**src/rtl/pgm_loader_pkg.sv**
```systemverilog
// pgm_loader_pkg: shared state encoding and frame sizes for the program loader
package pgm_loader_pkg;
  typedef enum logic [2:0] {
    S_IDLE, S_HDR, S_DATA_HI, S_DATA_LO, S_STB_HI, S_STB_LO, S_CHK, S_DONE
  } state_t;
  localparam int HDR_BYTES = 4;
  localparam int CHK_BYTES = 2;
endpackage

```
**src/rtl/pgm_loader_if.sv**
```systemverilog
// pgm_loader_if: byte stream in, RAM program port and status out
interface pgm_loader_if;
  logic        start;
  logic [7:0]  in_data;
  logic        in_valid;
  logic        in_ready;
  logic        pgm;
  logic [15:0] pgm_addr;
  logic [15:0] pgm_data;
  logic        pg_wr;
  logic        busy;
  logic        done;
  logic        err;
  modport master (
    input  start, in_data, in_valid,
    output in_ready, pgm, pgm_addr, pgm_data, pg_wr, busy, done, err
  );
  modport slave (
    output start, in_data, in_valid,
    input  in_ready, pgm, pgm_addr, pgm_data, pg_wr, busy, done, err
  );
endinterface

```
**src/rtl/pgm_strobe_gen.sv**
```systemverilog
// pgm_strobe_gen: times one word strobe, pg_wr high WR_HI cycles then low WR_LO cycles
module pgm_strobe_gen #(
  parameter int WR_HI = 2,
  parameter int WR_LO = 2
) (
  input  logic clk,
  input  logic rst,
  input  logic go,
  input  logic en,
  output logic pg_wr,
  output logic hi_done,
  output logic strobe_done
);
  localparam int CW = $clog2(WR_HI + WR_LO + 1);
  logic [CW-1:0] cnt;
  logic          active;
  assign hi_done     = active && cnt == CW'(WR_HI);
  assign strobe_done = active && cnt == CW'(WR_HI + WR_LO);
  // cnt holds the index of the current strobe cycle; a suppressed word keeps pg_wr low but keeps timing
  always_ff @(posedge clk or posedge rst)
    if (rst) begin
      active <= 1'b0;
      cnt    <= '0;
      pg_wr  <= 1'b0;
    end else if (go) begin
      active <= 1'b1;
      cnt    <= CW'(1);
      pg_wr  <= en;
    end else if (active) begin
      active <= !strobe_done;
      cnt    <= cnt + 1'b1;
      pg_wr  <= pg_wr && cnt < CW'(WR_HI);
    end
endmodule

```
**src/rtl/pgm_loader.sv**
```systemverilog
// pgm_loader: parses a load frame from a byte stream and writes words into RAM (checksum option: PGM_LOADER_CHECKSUM_EN)
module pgm_loader
  import pgm_loader_pkg::*;
#(
  parameter int MEM_SIZE = 512,
  parameter int WR_HI    = 2,
  parameter int WR_LO    = 2
) (
  input logic         clk,
  input logic         rst,
  pgm_loader_if.master bus
);
`ifdef PGM_LOADER_CHECKSUM_EN
  localparam state_t END_S = S_CHK;
  logic [15:0] csum, csum_nx;
  logic        chk_idx, pos_hi;
`else
  localparam state_t END_S = S_DONE;
`endif
  state_t      state;
  logic [15:0] cnt, addr, data;
  logic [7:0]  hi_byte;
  logic [1:0]  hdr_idx;
  logic        own, done_q, err_q, idle, take, go, en, hi_done, strobe_done, to_end, finish;
  assign idle         = state == S_IDLE || state == S_DONE;
  assign bus.in_ready = !(state == S_STB_HI || state == S_STB_LO);
  assign take         = bus.in_valid && bus.in_ready;
  assign go           = take && state == S_DATA_LO;
  assign en           = 32'(addr) < MEM_SIZE;
  assign to_end       = (state == S_HDR && take && hdr_idx == 2'(HDR_BYTES - 1) && cnt == 16'd0) ||
                        (state == S_STB_LO && strobe_done && cnt == 16'd1);
  assign bus.pgm      = own;
  assign bus.busy     = own;
  assign bus.done     = done_q;
  assign bus.err      = err_q;
  assign bus.pgm_addr = addr;
  assign bus.pgm_data = data;
`ifdef PGM_LOADER_CHECKSUM_EN
  assign pos_hi  = state == S_DATA_HI || (state == S_HDR && !hdr_idx[0]) || (state == S_CHK && !chk_idx);
  assign csum_nx = csum ^ (pos_hi ? {bus.in_data, 8'h00} : {8'h00, bus.in_data});
  assign finish  = state == S_CHK && take && chk_idx == 1'(CHK_BYTES - 1);
  // Running XOR of header, data and checksum words; a good frame leaves it at zero
  always_ff @(posedge clk or posedge rst)
    if (rst) begin
      csum    <= '0;
      chk_idx <= 1'b0;
    end else if (idle) begin
      csum    <= '0;
      chk_idx <= 1'b0;
    end else if (take) begin
      csum    <= csum_nx;
      chk_idx <= state == S_CHK ? !chk_idx : chk_idx;
    end
`else
  assign finish = to_end;
`endif
  pgm_strobe_gen #(.WR_HI(WR_HI), .WR_LO(WR_LO)) u_stb (
    .clk        (clk),
    .rst        (rst),
    .go         (go),
    .en         (en),
    .pg_wr      (bus.pg_wr),
    .hi_done    (hi_done),
    .strobe_done(strobe_done)
  );
  // Byte FSM: header capture, word assembly, address/count tracking and sticky status
  always_ff @(posedge clk or posedge rst)
    if (rst) begin
      state   <= S_IDLE;
      cnt     <= '0;
      addr    <= '0;
      data    <= '0;
      hi_byte <= '0;
      hdr_idx <= '0;
      own     <= 1'b0;
      done_q  <= 1'b0;
      err_q   <= 1'b0;
    end else begin
      if (idle && bus.start) begin
        state   <= S_HDR;
        own     <= 1'b1;
        done_q  <= 1'b0;
        err_q   <= 1'b0;
        hdr_idx <= '0;
      end else
        case (state)
          S_HDR: if (take) begin
            hdr_idx <= hdr_idx + 2'd1;
            case (hdr_idx)
              2'd0:    cnt[15:8]  <= bus.in_data;
              2'd1:    cnt[7:0]   <= bus.in_data;
              2'd2:    addr[15:8] <= bus.in_data;
              default: addr[7:0]  <= bus.in_data;
            endcase
            if (hdr_idx == 2'(HDR_BYTES - 1)) state <= cnt == 16'd0 ? END_S : S_DATA_HI;
          end
          S_DATA_HI: if (take) begin
            hi_byte <= bus.in_data;
            state   <= S_DATA_LO;
          end
          S_DATA_LO: if (take) begin
            data  <= {hi_byte, bus.in_data};
            err_q <= err_q | !en;
            state <= S_STB_HI;
          end
          S_STB_HI: if (hi_done) state <= S_STB_LO;
          S_STB_LO: if (strobe_done) begin
            addr  <= addr + 16'd1;
            cnt   <= cnt - 16'd1;
            state <= cnt == 16'd1 ? END_S : S_DATA_HI;
          end
`ifdef PGM_LOADER_CHECKSUM_EN
          S_CHK: if (finish) begin
            err_q <= err_q | (csum_nx != 16'd0);
            state <= S_DONE;
          end
`endif
          default: ;
        endcase
      if (finish) begin
        own    <= 1'b0;
        done_q <= 1'b1;
      end
    end
endmodule

```
**src/flat_wrapper.sv**
```systemverilog
// flat-port wrapper written by rule: the top's interface ports become plain ports
module pgm_loader_flat import pgm_loader_pkg::*;
#(
  parameter int MEM_SIZE = 512,
  parameter int WR_HI    = 2,
  parameter int WR_LO    = 2
)
  (clk, rst, bus_start, bus_in_data, bus_in_valid, bus_in_ready, bus_pgm, bus_pgm_addr, bus_pgm_data, bus_pg_wr, bus_busy, bus_done, bus_err);
  pgm_loader_if bus_i ();
  input logic clk;
  input logic rst;
  input wire logic [$bits(bus_i.start)-1:0] bus_start;
  input wire logic [$bits(bus_i.in_data)-1:0] bus_in_data;
  input wire logic [$bits(bus_i.in_valid)-1:0] bus_in_valid;
  output wire logic [$bits(bus_i.in_ready)-1:0] bus_in_ready;
  output wire logic [$bits(bus_i.pgm)-1:0] bus_pgm;
  output wire logic [$bits(bus_i.pgm_addr)-1:0] bus_pgm_addr;
  output wire logic [$bits(bus_i.pgm_data)-1:0] bus_pgm_data;
  output wire logic [$bits(bus_i.pg_wr)-1:0] bus_pg_wr;
  output wire logic [$bits(bus_i.busy)-1:0] bus_busy;
  output wire logic [$bits(bus_i.done)-1:0] bus_done;
  output wire logic [$bits(bus_i.err)-1:0] bus_err;
  assign bus_i.start = bus_start;
  assign bus_i.in_data = bus_in_data;
  assign bus_i.in_valid = bus_in_valid;
  assign bus_in_ready = bus_i.in_ready;
  assign bus_pgm = bus_i.pgm;
  assign bus_pgm_addr = bus_i.pgm_addr;
  assign bus_pgm_data = bus_i.pgm_data;
  assign bus_pg_wr = bus_i.pg_wr;
  assign bus_busy = bus_i.busy;
  assign bus_done = bus_i.done;
  assign bus_err = bus_i.err;
  pgm_loader #(.MEM_SIZE(MEM_SIZE), .WR_HI(WR_HI), .WR_LO(WR_LO)) u_core (.clk(clk), .rst(rst), .bus(bus_i));
endmodule
```
**config.mk**
```make
export PLATFORM = sky130hd
export DESIGN_NAME = pgm_loader_flat
export DESIGN_NICKNAME = d
export VERILOG_FILES = /design/src/rtl/pgm_loader_pkg.sv /design/src/rtl/pgm_loader_if.sv /design/src/rtl/pgm_strobe_gen.sv /design/src/rtl/pgm_loader.sv /design/src/flat_wrapper.sv
export SDC_FILE = /design/constraint.sdc
export NUM_CORES = 1
export LEC_CHECK = 0
export CAP_MARGIN = 30
export CORE_ASPECT_RATIO = 1.4
export CORE_UTILIZATION = 30
export DETAILED_ROUTE_END_ITERATION = 8
export SLEW_MARGIN = 20
export SYNTH_ARGS = -nofsm -noshare
export SYNTH_HDL_FRONTEND = slang
export SYNTH_SLANG_ARGS = --single-unit
```
**constraint.sdc**
```tcl
create_clock -name clk -period 4.8 [get_ports clk]
set_input_delay 0.96 -clock clk [delete_from_list [all_inputs] [get_ports clk]]
set_output_delay 0.96 -clock clk [all_outputs]
set_load 0.1 [all_outputs]
```
# ---- Word-level counts from Yosys, hierarchy flattened
# Cells that the tools add are included.
dict set report totals {
  register_bits 69
  out_inout_bits 38
  in_bits 12
  elab_cells 119
}
dict set report classes {
  n_bitwise 2
  muxes 36
  reduce_logical 37
  eq_ne 24
  n_addsub 4
  magnitude_cmp 2
}
# cell count
set op_table {}
lappend op_table {{two-way mux 16 bit} 4}
lappend op_table {{one-hot mux 16 bit (2 select lines)} 2}
lappend op_table {{two-way mux 3 bit} 11}
lappend op_table {{two-way mux 8 bit} 4}
lappend op_table {{AND reduction 5 bit} 4}
lappend op_table {{adder 16 x 1 -> 16 bit (second input constant)} 1}
lappend op_table {{equality test 16 x 1 -> 1 bit (second input constant)} 1}
lappend op_table {{logical NOT 16 bit} 1}
lappend op_table {{< comparator 16 x 10 -> 1 bit (second input constant)} 1}
lappend op_table {{subtractor 16 x 1 -> 16 bit (second input constant)} 1}
lappend op_table {{one-hot mux 3 bit (5 select lines)} 1}
lappend op_table {{equality test 3 bit (second input constant)} 4}
lappend op_table {{inequality test 3 x 2 -> 1 bit (second input constant)} 4}
lappend op_table {{nonzero test 2 bit} 6}
lappend op_table {{logical AND 1 bit} 11}
lappend op_table {{two-way mux 1 bit} 11}
lappend op_table {{equality test 3 x 2 -> 1 bit (second input constant)} 3}
lappend op_table {{inequality test 2 bit (second input constant)} 4}
lappend op_table {{AND reduction 7 bit} 1}
lappend op_table {{two-way mux 2 bit} 3}
lappend op_table {{AND reduction 3 bit} 2}
lappend op_table {{nonzero test 6 bit} 1}
lappend op_table {{equality test 2 bit (second input constant)} 2}
lappend op_table {{inequality test 2 x 1 -> 1 bit (second input constant)} 2}
lappend op_table {{other kinds (15)} 20}

# ---- Depth between registers and ports, before layout
dict set report logic_depth {
  word_depth 9
  mapped_depth 7
}

# ---- By module
# Synthesis repeated with hierarchy kept, for this count alone.
dict set report hier_totals {
  cells_unflattened 380
  area_unflattened_um2 3876.2
}
# module n_inst seq_area_each_um2 cells_each area_each_um2
set modules_own_cells {}
lappend modules_own_cells {pgm_loader 1 1601.5 353 3588.4}
lappend modules_own_cells {pgm_strobe_gen 1 125.1 27 287.8}

# ---- Least setup slack after synthesis
# No wires, ideal clock.
dict set report synth_path {
  path_kind {register -> register}
  start {reg u_core.addr[0], in the netlist u_core.bus.pgm_addr[0]}
  end {reg u_core.addr[14], in the netlist u_core.bus.pgm_addr[14]}
  n_path_buf 0
  slack_ns 2.376
  stages_incl_launch_ff 7
  arrival_ns 2.345
  setup_time_ns 0.079
  required_ns 4.721
  cell_sequence {dfrtp_1 > ha_1 > nand4_1 > nor4_1 > a31o_2 > a21oi_1 > a21oi_1}
}
dict set report synth_between {
  elab_chain_cells 3
}
# element line_no
set synth_lines {}
lappend synth_lines {{start: declaration} pgm_loader.sv:21} ;# logic [15:0] cnt, addr, data;
lappend synth_lines {{start signal: assignment} pgm_loader.sv:93} ;# default: addr[7:0] <= bus.in_data;
lappend synth_lines {{start signal: assignment} pgm_loader.sv:108} ;# addr <= addr + 16'd1;
lappend synth_lines {{adder 16 x 1 -> 16 bit} pgm_loader.sv:108}
lappend synth_lines {{two-way mux 16 bit} pgm_loader.sv:107} ;# S_STB_LO: if (strobe_done) begin
lappend synth_lines {{one-hot mux 16 bit (2 select lines)} pgm_loader.sv:86} ;# case (state)
# Every way passes these cells. The select of a mux whose other input is x is not followed.
# A chain may end at the register's enable or synchronous reset.

# ---- Final worst setup path
dict set report layout_path {
  start {reg u_core.state[2]}
  end {out bus_in_ready}
}
dict set report layout_between {
  elab_chain_cells 3
  elab_cells_between_ends 4
}
# element line_no
set layout_lines {}
lappend layout_lines {{start: declaration} pgm_loader.sv:20} ;# state_t state;
lappend layout_lines {{start signal: assignment} pgm_loader.sv:95} ;# if (hdr_idx == 2'(HDR_BYTES - 1)) state <= cnt == 16'd0 ? END_S : S_DATA_HI;
lappend layout_lines {{start signal: assignment} pgm_loader.sv:110} ;# state <= cnt == 16'd1 ? END_S : S_DATA_HI;
lappend layout_lines {{equality test 3 bit} pgm_loader.sv:26} ;# assign bus.in_ready = !(state == S_STB_HI || state == S_STB_LO);
lappend layout_lines {{logical OR 1 bit *} pgm_loader.sv:26}
lappend layout_lines {{logical NOT 1 bit *} pgm_loader.sv:26}
lappend layout_lines {{end: declaration} flat_wrapper.sv:15} ;# output wire logic [$bits(bus_i.in_ready)-1:0] bus_in_ready;
# Mark *: on every way between the ends. The rest lies on a longest branch, timed or not.

==> results.md <==
- Final Skew: 0.00653 ns
- Worst skew pair latency: 0.34 ns
- Rows: 47
- Highest Signal Layer: met4
- Number of routed nets with antenna violations: 0
- Largest net degree at the start of global routing: 48
- Commonest non-fill, non-tap cell in the layout: nand2_1
- FF+latch count, synth: 69
- Worst r2r src: u_core.state[2]
- Starting Density: 31.1%
- Seq/Total Area, Yosys: 46.5%
- Slew headroom: 33.9%
- Core area: 11,900 µm²
- Total wire length: 9990 µm
- DRT met1 WL: 4320 µm
- CTS buffer count: 9
- Critical Path End Type: output port
- Initial antenna violation count: 0
- HP Start: u_core.hi_byte[1]
- Wire length on met3: 430 µm
- Unrepaired setup endpoints after global routing: false
- Setup-failing EPs final: 0
- Number of synthesis warnings: 0
- Via density: 5.36
- Post-CTS setup buffers: 0
- Async SR Flop Fraction: 100%
- Crit path max-delay family: buffers and inverters
- RePlAce Congestion: 0.795
- R2R Setup Slk: 2.50 ns
- Initial DRC Count: 225
- WS Path Type: register to output port
- # fillers: 1,201
- P&R area growth vs syn: 23.6%
- Die width: 96.0 µm
- Routed met2 length: 4910 µm
- Worst hold stages: 2
- CP max FO: 18
- TNS Setup: 0 ns
- Final hold vios: 0
- Fin crit share: 67.5%
- CP arrival: 2.28 ns
- 1st-pass router iterations: 4
- Gr ovfl total: 0
- First-pass GRT wire length: 16,400 µm
- Number of remaining DRC errors: 0
- Min-Delay Path Class: register to register
- Crit path time final: 3.24 ns
- Max-Cap Viols: 0
- Pins Over Slew Limit: 0
- Status: complete, no violations
- Total I/O pin count: 50
- Clock Tree Buf Depth: 2
- Least-Margin Pin Slew: 0.988 ns
- Clock Tree Root: clkbuf_16
- CTS Sinks: 69
- R2r worst-path depth: 4
- Antenna Diode Count: 0
- Post-synth EDFFs: 0
- WP depth: 2
- Post_cts resized: 0
- Die Ht: 134 µm
- H-tree depth: 3
- Post-synthesis cell count: 419
- Most frequent cells in the layout: nand2_1, dfrtp_1, clkdlybuf4s50_1, a21oi_1, nor2_1
- Post-Syn Area: 3710 µm²
- Wire length per cell: 16.3 µm
- Hold_buf cts: 0
- Port bufs: 49
- Vias in the first global route: 3,193
- Layout cells sized above 1: 9.25%
- Vias: 3,279
- Critical path's largest stage delay: 1.15 ns
- Post-Syn Area per Cell: 8.87 µm²
- FF-to-FF End: u_core.cnt[4]
- Post-DP HPWL: 6960 µm
- CP required: 3.84 ns
- Worst-path clk slew: 0.06 ns
- Multi-input logic area: 1840 µm²
- Unique masters post-synth: 58
- Worst path cell trace: nand2b_1, clkdlybuf4s50_1
- Buf/Inv on CP: 1
- Syn_nets: 441
- GRT Overall Usage: 16.8%
- FF+latch area: 1730 µm²
- Nets: 482
- Main synth FF type: dfrtp_1
- Hold Path End: u_core.bus.pgm_data[9]
- CTS tree: built
- Fmax: 309 MHz
- Max stage delay cell, worst path: clkdlybuf4s50_1
- Die area: 12,800 µm²
- CP startpoint kind: register
-- worst register-to-register path: stages, from the launching register on --
cell	delay (ns)
dfrtp_1	0.68
nand4_1	0.40
a21oi_2	0.65
o21ai_0	0.20
a22o_1	0.27
-- metal layers --
metal  up-vias  global-route usage (%)
met4         0                    9.37
met1      1596                    21.6
met3        21                    2.57
met2        89                    26.6
met5         -                       0
li1       1573                       -
-- synth_stat cells (4+ instances only) --
cell type | number | share of area, %
nand2_1 | 84 | 8.5
dfrtp_1 | 69 | 46
a21oi_1 | 35 | 4.7
nor2_1 | 32 | 3.2
o21ai_0 | 19 | 2.6
nand3_1 | 14 | 1.9
clkbuf_1 | 13 | 1.3
inv_1 | 12 | 1.2
a31oi_1 | 10 | 1.7
ha_1 | 10 | 3.4
mux2_2 | 9 | 2.7
nor3_1 | 9 | 1.2
o22a_1 | 9 | 2.1
o21ai_1 | 7 | 0.94
a21o_1 | 6 | 1.2
buf_2 | 6 | 0.81
nand4_1 | 5 | 0.84
a22o_1 | 4 | 0.94
nand2b_1 | 4 | 0.67
nor4_1 | 4 | 0.67
-- how the worst max path moves through the flow --
| stage | startpoint | endpoint |
|---|---|---|
| floorplan | rst | u_core.bus.busy |
| global placement | bus_in_valid | u_core.u_stb.pg_wr |
| detailed placement | bus_in_valid | u_core.u_stb.pg_wr |
| CTS | u_core.state[2] | bus_in_ready |
| global route | u_core.state[2] | bus_in_ready |
| finish | u_core.state[2] | bus_in_ready |
-- state kept, by name, indices dropped and copies added (netlist names) --
register,cells
u_core.cnt,16
u_core.bus.pgm_data,16
u_core.u_stb.pg_wr,1
u_core.bus.pgm_addr,16
u_core.hdr_idx,2
u_core.bus.done,1
u_core.bus.busy,1
u_core.u_stb.cnt,3
u_core.hi_byte,8
u_core.state,3
u_core.u_stb.active,1
u_core.bus.err,1
-- area by class of cell --
class,count,area share [%]
Tap cell,147,4.01
Sequential cell,69,37.6
Clock buffer,9,4.90
Timing Repair Buffer,52,11.2
Clock inverter,7,1.23
Inverter,12,0.981
Multi-Input combinational cell,316,40.1
-- metrics by stage --
| step | hold slack, ns | worst slack, ns | util, % | cell area, µm² | cells |
|---|---|---|---|---|---|
| finish | 0.469 | 1.56 | 38.5 | 4590 | 612 |
| global placement | 0.446 | 1.81 | 36.1 | 4310 | 596 |
| global route | 0.493 | 1.50 | 38.5 | 4590 | 612 |
| floorplan | 0.435 | 2.10 | - | 3710 | 419 |
| CTS | 0.470 | 1.54 | 38.5 | 4590 | 612 |
| detailed placement | 0.460 | 1.78 | 36.1 | 4310 | 596 |
-- cells by family after synthesis --
family | count (synthesis) | share of synthesized area (%)
muxes | 10 | 3.00
DFF | 69 | 46.5
xor gates and xnor gates | 3 | 0.707
buffers and inverters | 34 | 3.94
adders and majority gates | 10 | 3.37
AOI/OAI and AO/OA | 117 | 20.2
and+or+nand+nor | 176 | 22.3
Power is not shown: default switching activity piles up to over one toggle a cycle in this logic, so the estimate is an artifact.
==> edit 1, RTL diff (config.mk and constraints unchanged) <==
`WR_LO` is set to 2 in 3 places; all go to 1.
--- a/src/rtl/pgm_strobe_gen.sv
+++ b/src/rtl/pgm_strobe_gen.sv
@@ -1,7 +1,7 @@
 // pgm_strobe_gen: times one word strobe, pg_wr high WR_HI cycles then low WR_LO cycles
 module pgm_strobe_gen #(
   parameter int WR_HI = 2,
-  parameter int WR_LO = 2
+  parameter int WR_LO = 1
 ) (
   input  logic clk,
   input  logic rst,
--- a/src/rtl/pgm_loader.sv
+++ b/src/rtl/pgm_loader.sv
@@ -4,7 +4,7 @@
 #(
   parameter int MEM_SIZE = 512,
   parameter int WR_HI    = 2,
-  parameter int WR_LO    = 2
+  parameter int WR_LO    = 1
 ) (
   input logic         clk,
   input logic         rst,
--- a/src/flat_wrapper.sv
+++ b/src/flat_wrapper.sv
@@ -3,7 +3,7 @@
 #(
   parameter int MEM_SIZE = 512,
   parameter int WR_HI    = 2,
-  parameter int WR_LO    = 2
+  parameter int WR_LO    = 1
 )
   (clk, rst, bus_start, bus_in_data, bus_in_valid, bus_in_ready, bus_pgm, bus_pgm_addr, bus_pgm_data, bus_pg_wr, bus_busy, bus_done, bus_err);
   pgm_loader_if bus_i ();
Formal check against the unedited RTL: same outputs for any inputs over 10 cycles, from zero or initial values and one cycle with rst high; that may be too few to reach the edited logic, so the function may still have changed.
==> edit 1 against the unedited design <==
- worst setup slack got worse by 12 ps
- critical path depth unchanged
- synthesized area decreased by 1.6%
- wire length decreased by 4.5%
- non-clock buffer count increased by 1
- final area increased by 0.33%
- sequential cell count decreased by 1
- highest routed layer unchanged
Power is not shown: default switching activity piles up to over one toggle a cycle in this logic, so the estimate is an artifact.
==> edit 1: results (changes against the unedited design) <==
[global_route]
use_met2_pct=27.1  ; +0.55 points
grt_pass1_wl_um=15600  ; -4.7%
met1_usage_pct=18.8  ; -2.8 points
grt_usage_pct=15.9  ; -0.91 points
antenna_found_initial=0  ; unchanged
grt_max_degree=40  ; -17%
grtUsageMet3_pct=2.70  ; +0.13 points
grt_pass1_vias=3115  ; -2.4%

[synthesis]
synth-main-ff-cell=dfrtp_1
async_flop_share_pct=100  ; unchanged
yosys_warnings=0  ; unchanged
ys_top_cells_by_count=84 x nand2_1, 68 x dfrtp_1, 38 x a21oi_1, 26 x o21ai_0, 24 x nor2_1
ys_types=53  ; -8.6%
synth.area.top_cells=dfrtp_1 47%, nand2_1 8.6%, a21oi_1 5.2%
ys_seq_area_share_pct=46.5  ; +0.063 points
synth_nets=433  ; -1.8%

[clock_network]
cts_resized=0  ; unchanged
clk_path_buf_depth=2  ; unchanged
cts_setup_buffers=0  ; unchanged
cts_buffers=9  ; unchanged
htreeDepth=3  ; unchanged
path_clk_slew_ps=60  ; about the same
worst_skew_pair.late_latency_ps=330
root_buffer=clkbuf_16

[finish]
layout-drive-gt1-share_pct=8.53  ; -0.71 points
antenna_cells=0  ; unchanged
nFillCells=1191  ; -0.83%
fin_nets=473  ; -1.9%

[timing]
worst_pin_slew_ps=986  ; -2.88 ps
skew_ps=7.64  ; +1.11 ps

[setup_path]
critical_path.slowest_cell=clkdlybuf4s50_1
crit_family=buffers and inverters
critPathMaxFanout=21  ; +3
cpPeakStageDelay_ps=1140
arrival_ps=2290

[route]
wl_met2_um=4950  ; +0.75%
highest_layer=met4
wl_met3_um=361  ; -16%
viasPerCell=5.30  ; -1.0%
routedWlPerCell_um=15.8  ; -3.2%
met1Wirelength_um=3990  ; -7.8%
drt_iter0_markers=197  ; -12%
firstDrtPassIters=4  ; unchanged

[place]
hpwl_um=6980  ; +0.28%
gp_congestion=0.851  ; +7.1%
port_buffers=49  ; unchanged

[run_status]
status=finished clean

[min_path]
hp-class=flip-flop to flip-flop

-- edit 1: cell count changes after synthesis, sizes merged, moves of 3 or more --
cell	unedited run	this run
nor4	5	2
o31ai	1	6
nor2	34	24
clkbuf	13	16
a41oi	3	0
a41o	0	3
nand4	5	2
o22a	9	4
a31o	5	1
o22ai	3	7
-- edit 1: logic make-up after synthesis --
logic type / share of synthesized area (%)
buffers and inverters: 4.07
flip-flops: 46.5
AND/OR/NAND/NOR: 20.3
multiplexers: 2.77
adder cells (fa/ha/maj): 3.08
AO/OA/AOI/OAI: 22.5
XOR/XNOR: 0.719
-- edit 1: final timing paths --
kind | from | end | slack, ps | depth (start not counted)
setup / recovery | u_core.state[2] | bus_in_ready | 1550 | 2
hold / removal | u_core.hi_byte[2] | u_core.bus.pgm_data[10] | 470 | 2
setup reg to reg | u_core.state[2] | u_core.cnt[14] | 2240 | 4
hold reg to reg | u_core.hi_byte[2] | u_core.bus.pgm_data[10] | 470 | 2
max in group asynchronous | rst | u_core.hi_byte[1] | 2790 | 3
min in group asynchronous | rst | u_core.bus.pgm_data[11] | 1040 | 2
-- edit 1: cell type report --
cell class              instances  area share [%]
repair buffers                 53            11.4
clock buffers                  10            5.19
flip-flops and latches         68            36.9
clock inverters                 6            2.42
multi-input cells             309            39.2
inverters                      11           0.896
well taps                     147            3.99
-- edit 1: through the flow --
step / hold slack, ps / std cells / area (sq um) / setup slack (ps) / utilization [%]
floorplan: 435 / 412 / 3660 / 2130 / -
global placement: 447 / 586 / 4240 / 1580 / 35.7
detailed placement: 455 / 588 / 4260 / 1430 / 35.8
CTS: 471 / 604 / 4610 / 1530 / 38.8
global route: 489 / 604 / 4610 / 1440 / 38.8
finish: 465 / 604 / 4610 / 1550 / 38.8
==> edit 2, RTL diff (same flow settings) <==
Made on the original files. Re-encode `state_t` (8 states) as one-hot, 8 bits wide.
--- a/src/rtl/pgm_loader_pkg.sv
+++ b/src/rtl/pgm_loader_pkg.sv
@@ -1,7 +1,7 @@
 // pgm_loader_pkg: shared state encoding and frame sizes for the program loader
 package pgm_loader_pkg;
-  typedef enum logic [2:0] {
-    S_IDLE, S_HDR, S_DATA_HI, S_DATA_LO, S_STB_HI, S_STB_LO, S_CHK, S_DONE
+  typedef enum logic [7:0] {
+    S_IDLE = 8'b00000001, S_HDR = 8'b00000010, S_DATA_HI = 8'b00000100, S_DATA_LO = 8'b00001000, S_STB_HI = 8'b00010000, S_STB_LO = 8'b00100000, S_CHK = 8'b01000000, S_DONE = 8'b10000000
   } state_t;
   localparam int HDR_BYTES = 4;
   localparam int CHK_BYTES = 2;
Check against the original RTL: same outputs for any inputs over 10 cycles, from zero or initial values and one cycle with rst high; not proved beyond that.
==> edit 2 against the unedited design <==
- clock skew up 1.0 ps
- hold slack better by 31 ps
- synthesized area up 6.1%
- wire length up 4.3%
- final area up 7.5%
- worst setup slack worse by 560 ps
- sequential cell count up 4
Power is left out: it rests on default switching activity, and per cell area and clock period it moved more than threefold.
==> edit 2: results (changes against the unedited design) <==
[clock_network]
cts_setup_buffers=0  ; unchanged
root_buffer=clkbuf_16
path_clk_slew_ps=60  ; about the same
clk_path_buf_depth=2  ; unchanged
worst_skew_pair.late_latency_ps=330
cts_resized=0  ; unchanged

[timing]
slew_headroom_pct=32.1  ; -1.8 points
skew_ps=7.58  ; +1.05 ps
setup_viol=0  ; unchanged
holdWs_ps=500  ; +30.8 ps

[place]
place_ws_ps=1350  ; -426 ps
place_area_sq_mm=0.00460  ; +6.7%
hpwl_um=7480  ; +7.5%
port_buffers=49  ; unchanged
gp_congestion=0.820  ; +3.2%

[synthesis]
ys_seq_area_share_pct=46.4  ; -0.099 points
ys_top_cells_by_count=72 x dfrtp_1, 40 x a21oi_1, 36 x nor2_1, 28 x nand2_1, 27 x o21ai_0
synth.mux.area_fraction_pct=8.38  ; +5.4 points
synth_xor_area_share_pct=1.33  ; +0.63 points
synth_nets=425  ; -3.6%
synth-compound-area-share_pct=19.9  ; -0.24 points
synth.area.top_cells=dfrtp_1 46%, mux2_2 6.9%, a21oi_1 5.1%
synth_top_family_by_area=compound AO/OA/AOI/OAI gates
ys_types=52  ; -10%
yosys_warnings=0  ; unchanged
async_flop_share_pct=100  ; unchanged
synthAdderAreaFrac_pct=3.49  ; +0.12 points

[setup_path]
worst_r2r_path_depth=5  ; +1
rrSetupSlack_ps=2400  ; -100 ps
crit_path_start_kind=flip-flop
arrival_ps=2840  ; +560 ps
cpPeakStageDelay_ps=980  ; -170 ps
crit_family=simple AND/OR/NAND/NOR gates
critPathMaxFanout=7  ; -11
r2r_start=u_core.cnt[4]
regToRegEndpoint=u_core.state[2]
critical_path.slowest_cell=clkdlybuf4s50_1

[route]
vias=3289  ; +0.30%
drt_iter0_markers=203  ; -9.8%
firstDrtPassIters=5  ; +1
routedWlPerCell_um=17.1  ; +4.6%

[finish]
antenna_cells=0  ; unchanged
layout-drive-gt1-share_pct=13.8  ; +4.5 points
nFillCells=1256  ; +4.6%
fin_nets=475  ; -1.5%

[min_path]
hp-class=flip-flop to flip-flop
worstHoldEndpoint=u_core.hi_byte[1]
whs_path_depth=1  ; -1

[run_status]
status=finished clean

[global_route]
grt_max_degree=41  ; -15%
antenna_found_initial=0  ; unchanged
grt_usage_pct=16.4  ; -0.41 points
grt_pass1_wl_um=17300  ; +5.2%

## edit 2: per-stage QoR
step                std cells  util (%)
floorplan                 402         -
global placement          592      35.8
detailed placement        593      35.9
CTS                       609      38.4
global route              610      38.5
finish                    610      38.5
## edit 2: worst max-delay path by stage
stage                                from               to  slack, ps  cells after the start
final                     u_core.state[3]     bus_in_ready       1000                      3
after global routing      u_core.state[3]     bus_in_ready        960                      3
after CTS                 u_core.state[3]     bus_in_ready        990                      3
after detailed placement  u_core.state[3]     bus_in_ready       1350                      3
after global placement    u_core.state[3]     bus_in_ready       1400                      3
after floorplan                       rst  u_core.bus.busy       1990                      1
## edit 2: layout make-up
class,instances,share of cell area [%]
clock inverter,5,1.24
sequential,73,37.0
timing repair buffer,56,11.3
tap,153,3.88
clock buffer,11,5.12
multi-input combinational,297,40.3
inverter,15,1.14
## edit 2: layer usage
layer  track usage [%]  share of wire, %  vias up
met2              28.6                49       69
met3              2.33               3.5       19
met1              20.1                45     1613
met5                 0                 0        -
li1                  -                 -     1588
met4              7.46               2.4        0
